$ cat src/rtl/reflector_ukw_b.sv
// Fixed Enigma UKW-B reflector: one registered letter per clock, with an error
// flag for indices outside A..Z.
module reflector_ukw_b (
    input  logic       clk,
    input  logic       rst_n,
    input  logic [4:0] char_in,
    output logic [4:0] char_out,
    output logic       char_err
);

    logic [4:0] char_out_d;
    logic [4:0] char_out_q;
    logic       char_err_d;
    logic       char_err_q;

    // Each pair appears twice so the table reads directly as an involution.
    always_comb begin
        char_out_d = 5'd31;
        char_err_d = 1'b0;
        case (char_in)
            5'd0:  char_out_d = 5'd24;
            5'd1:  char_out_d = 5'd17;
            5'd2:  char_out_d = 5'd20;
            5'd3:  char_out_d = 5'd7;
            5'd4:  char_out_d = 5'd16;
            5'd5:  char_out_d = 5'd18;
            5'd6:  char_out_d = 5'd11;
            5'd7:  char_out_d = 5'd3;
            5'd8:  char_out_d = 5'd15;
            5'd9:  char_out_d = 5'd23;
            5'd10: char_out_d = 5'd13;
            5'd11: char_out_d = 5'd6;
            5'd12: char_out_d = 5'd14;
            5'd13: char_out_d = 5'd10;
            5'd14: char_out_d = 5'd12;
            5'd15: char_out_d = 5'd8;
            5'd16: char_out_d = 5'd4;
            5'd17: char_out_d = 5'd1;
            5'd18: char_out_d = 5'd5;
            5'd19: char_out_d = 5'd25;
            5'd20: char_out_d = 5'd2;
            5'd21: char_out_d = 5'd22;
            5'd22: char_out_d = 5'd21;
            5'd23: char_out_d = 5'd9;
            5'd24: char_out_d = 5'd0;
            5'd25: char_out_d = 5'd19;
            default: begin
                char_out_d = 5'd31;
                char_err_d = 1'b1;
            end
        endcase
    end

    always_ff @(posedge clk or negedge rst_n) begin
        if (!rst_n) begin
            char_out_q <= 5'd0;
            char_err_q <= 1'b0;
        end else begin
            char_out_q <= char_out_d;
            char_err_q <= char_err_d;
        end
    end

    assign char_out = char_out_q;
    assign char_err = char_err_q;

endmodule

$ cat config.mk
export PLATFORM = sky130hd
export DESIGN_NAME = reflector_ukw_b
export DESIGN_NICKNAME = d
export VERILOG_FILES = /design/src/rtl/reflector_ukw_b.sv
export SDC_FILE = /design/constraint.sdc
export NUM_CORES = 1
export LEC_CHECK = 0
export CORE_MARGIN = 2
export CORE_UTILIZATION = 30
export CTS_CLUSTER_SIZE = 28
export DETAILED_ROUTE_END_ITERATION = 16
export GPL_TIMING_DRIVEN = 0
export PLACE_DENSITY_LB_ADDON = 0.05
export SYNTH_ARGS = -nofsm -noshare
export SYNTH_HDL_FRONTEND = slang
export SYNTH_SLANG_ARGS = --single-unit
$ cat constraint.sdc
create_clock -name clk -period 1.2 [get_ports clk]
set_input_delay 0.3 -clock clk [delete_from_list [all_inputs] [get_ports clk]]
set_output_delay 0.3 -clock clk [all_outputs]
set_load 0.01 [all_outputs]
==> results by group <==
STA
  • Setup TNS: 0 ns
  • Hold_ws: 0.292 ns
  • RSZ-0062 raised after global routing: no
  • Final cycle utilization of the critical path: 97.0%
  • Least-Margin Pin Slew: 0.251 ns
  • Slew HR: 83.2%
  • Endpoints failing setup: 0
  • Period minus WS final: 1.16 ns
  • Peak Freq: 859 MHz
  • Max-slew violations: 0
  • Final Hold Viols: 0

Die
  • Core area: 0.00132 mm2
  • Die Wd: 41.6 um
  • Die footprint: 0.00173 mm2
  • Row count: 13
  • Starting density of the core: 32.2%
  • Die height: 41.6 um
  • Top-Level Pins: 13

Worst setup path
  • Critical Path Sink Type: primary output
  • Critical path's slowest cell: dfrtp_1
  • Kind of cell adding the most delay to the critical path: flip-flops
  • Crit path depth: 1
  • Critical path arrival: 0.86 ns
  • Worst path required time: 0.90 ns
  • Crit path cell chain: dlygate4sd2_1
  • Max FO, Critical Path: 1
  • Bufs and invs on worst path: 1
  • Crit-path max cell delay: 0.35 ns
  • WS Path Type: flop to primary output
  • Setup crit start kind: flop

Pwr
  • Final Power: 0.573 mW
  • Pleak: 0.267 nW
  • Pwr/cell area: 956 mW/mm2
  • Peak VDD IR: 0.327 mV

Worst hold path
  • Worst hold path class: input port to async pin

Placement
  • Port bufs: 12
  • Post-DP HPWL: 711 um
  • Placer Congestion: 0.824
  • Dpl cells: 76

Global route
  • Largest net degree at the start of global routing: 11
  • Grt total ovfl: 0
  • Initial antenna violation count: 0
  • Gr usage total: 12.8%
  • First-pass GRT wire length: 1.68 mm
  • Vias in the first global route: 373

Drt
  • Routed length per instance: 11.7 um
  • WL final: 946 um
  • Routed vias: 438
  • Vias per std cell: 5.41
  • 1st-iter DRT viols: 5
  • Post-DRT Antenna Nets: 0
  • DRC errors left: 0
  • DRT Pass-1 Iters: 4

Status
  • Outcome: complete, no violations

Final layout
  • Final #Nets: 75
  • Area added between synthesis and finish: 41.3%
  • Non-filler cells, final: 81
  • ANT cells: 0
  • Fraction of layout cells with a size suffix above 1: 19.7%

CTS
  • Num CTS Buffers: 3
  • Clock tree sinks: 6
  • Htree depth: 1
  • Clock Tree Buf Depth: 2
  • Post-cts hold buffer count: 0
  • Worst-path clk slew: 0.04 ns
  • Clock root buffer: clkbuf_4
  • CTS tree: yes

Logic synthesis
  • Post-synthesis cell type count: 26
  • Yosys top cell area share: 35.4%
  • Synth warn: 0
  • Sequential area share after synthesis: 35.4%
  • Net Count, Synth: 56
  • Yosys top cell by area: dfrtp_1
  • Post-Synthesis Cell Area: 424 um2
  • Yosys reg bits: 6
  • Syn_area_per_cell: 8.66 um2
  • Synth area leaders: dfrtp_1 35%, a21oi_1 5.9%, buf_6 5.3%, a31oi_1 4.4%, a221oi_2 3.5%
  • Synth Instances: 49

Flow run
  • MaxCap Viol Count: 0
metal layers:
layer | share of wire (%) | up-vias | GRT usage (%)
li1 | - | 216 | -
met1 | 43 | 198 | 15.6
met2 | 47 | 21 | 18.8
met3 | 6.9 | 3 | 3.04
met4 | 2.4 | 0 | 11.0
met5 | 0 | - | 0
flip-flops by register name, summed over array words and instances (netlist names):
register,count
char_err,1
char_out,5
logic make-up after synthesis:
logic type | count (synthesis) | synth area share [%]
AO/OA/AOI/OAI | 23 | 38.1
AND/OR/NAND/NOR | 13 | 14.7
buffers and inverters | 7 | 11.8
flip-flops | 6 | 35.4
path summary, 6_finish.rpt:
kind | slack, ns | from | to
setup / recovery | 0.04 | char_out[2]$_DFF_PN0_ | char_out[2]
hold / removal | 0.29 | rst_n | char_err$_DFF_PN0_
max in group asynchronous | 0.71 | rst_n | char_out[4]$_DFF_PN0_
min in group clk | 0.58 | char_in[4] | char_err$_DFF_PN0_
area by class of cell:
type,count,area [um2]
fill,133,718
multi-input combinational,36,226
sequential,6,150
timing repair buffer,14,121
buffer,5,52.6
clock buffer,3,22.5
tap,15,18.8
inverter,2,7.51
through the flow:
stage,instance area [um2],setup WS (ns),util [%]
detailed placement,563,-0.378,42.7
global route,599,0.00110,45.5
global placement,563,-0.402,42.7
CTS,597,0.0105,45.3
finish,599,0.0360,45.5
floorplan,424,0.281,-
layout by cell type (no fill, tap or decap):
master | synthesis | routed
nand2b_1 | 2 | 2
o22ai_1 | 2 | 2
dfrtp_1 | 6 | 6
o211ai_1 | 1 | 1
o211a_1 | 1 | 1
buf_4 | 2 | 2
nand2_1 | 3 | 3
o21ai_0 | 2 | 2
clkdlybuf4s50_1 | 0 | 1
o221ai_1 | 1 | 1
nor2b_1 | 2 | 2
o21bai_1 | 2 | 2
inv_2 | 1 | 1
a21boi_0 | 1 | 1
a21o_1 | 1 | 1
inv_1 | 1 | 1
nor3_1 | 1 | 1
a221oi_2 | 1 | 1
a221oi_1 | 1 | 1
dlygate4sd2_1 | 0 | 9
o31ai_1 | 1 | 1
clkdlybuf4s15_1 | 0 | 2
clkbuf_4 | 0 | 3
nor2_2 | 0 | 1
nand3_1 | 2 | 2
a21oi_1 | 5 | 5
nor2_1 | 3 | 2
buf_6 | 2 | 4
o21a_1 | 1 | 1
buf_2 | 1 | 1
a31oi_1 | 3 | 3
cells in the mapped netlist:
cell and instances:
o22ai_1 2, nand3_1 2, o211ai_1 1, nand2_1 3
buf_6 2, nor2b_1 2, dfrtp_1 6, a221oi_1 1
nor2_1 3, a21boi_0 1, o21a_1 1, inv_1 1
nand2b_1 2, a221oi_2 1, buf_2 1, o31ai_1 1
o211a_1 1, inv_2 1, nor3_1 1, a21o_1 1
buf_4 2, o21bai_1 2, o21ai_0 2, a21oi_1 5
a31oi_1 3, o221ai_1 1
where the power goes:
part / switching, mW / internal [mW] / leakage, nW
Combinational: 0.0859 / 0.0826 / 0.184
Clock: 0.0656 / 0.113 / 0.0138
Sequential: 0.00385 / 0.223 / 0.0694
what timing repair did:
item                                    4_1_cts  5_1_grt
gates resized for setup                      15        2
pin swaps                                     1        0
gates cloned                                  1        0
buffers inserted                              1        0
endpoints found under the setup margin       10        2
No activity file was read; power rests on OpenSTA's default activity.
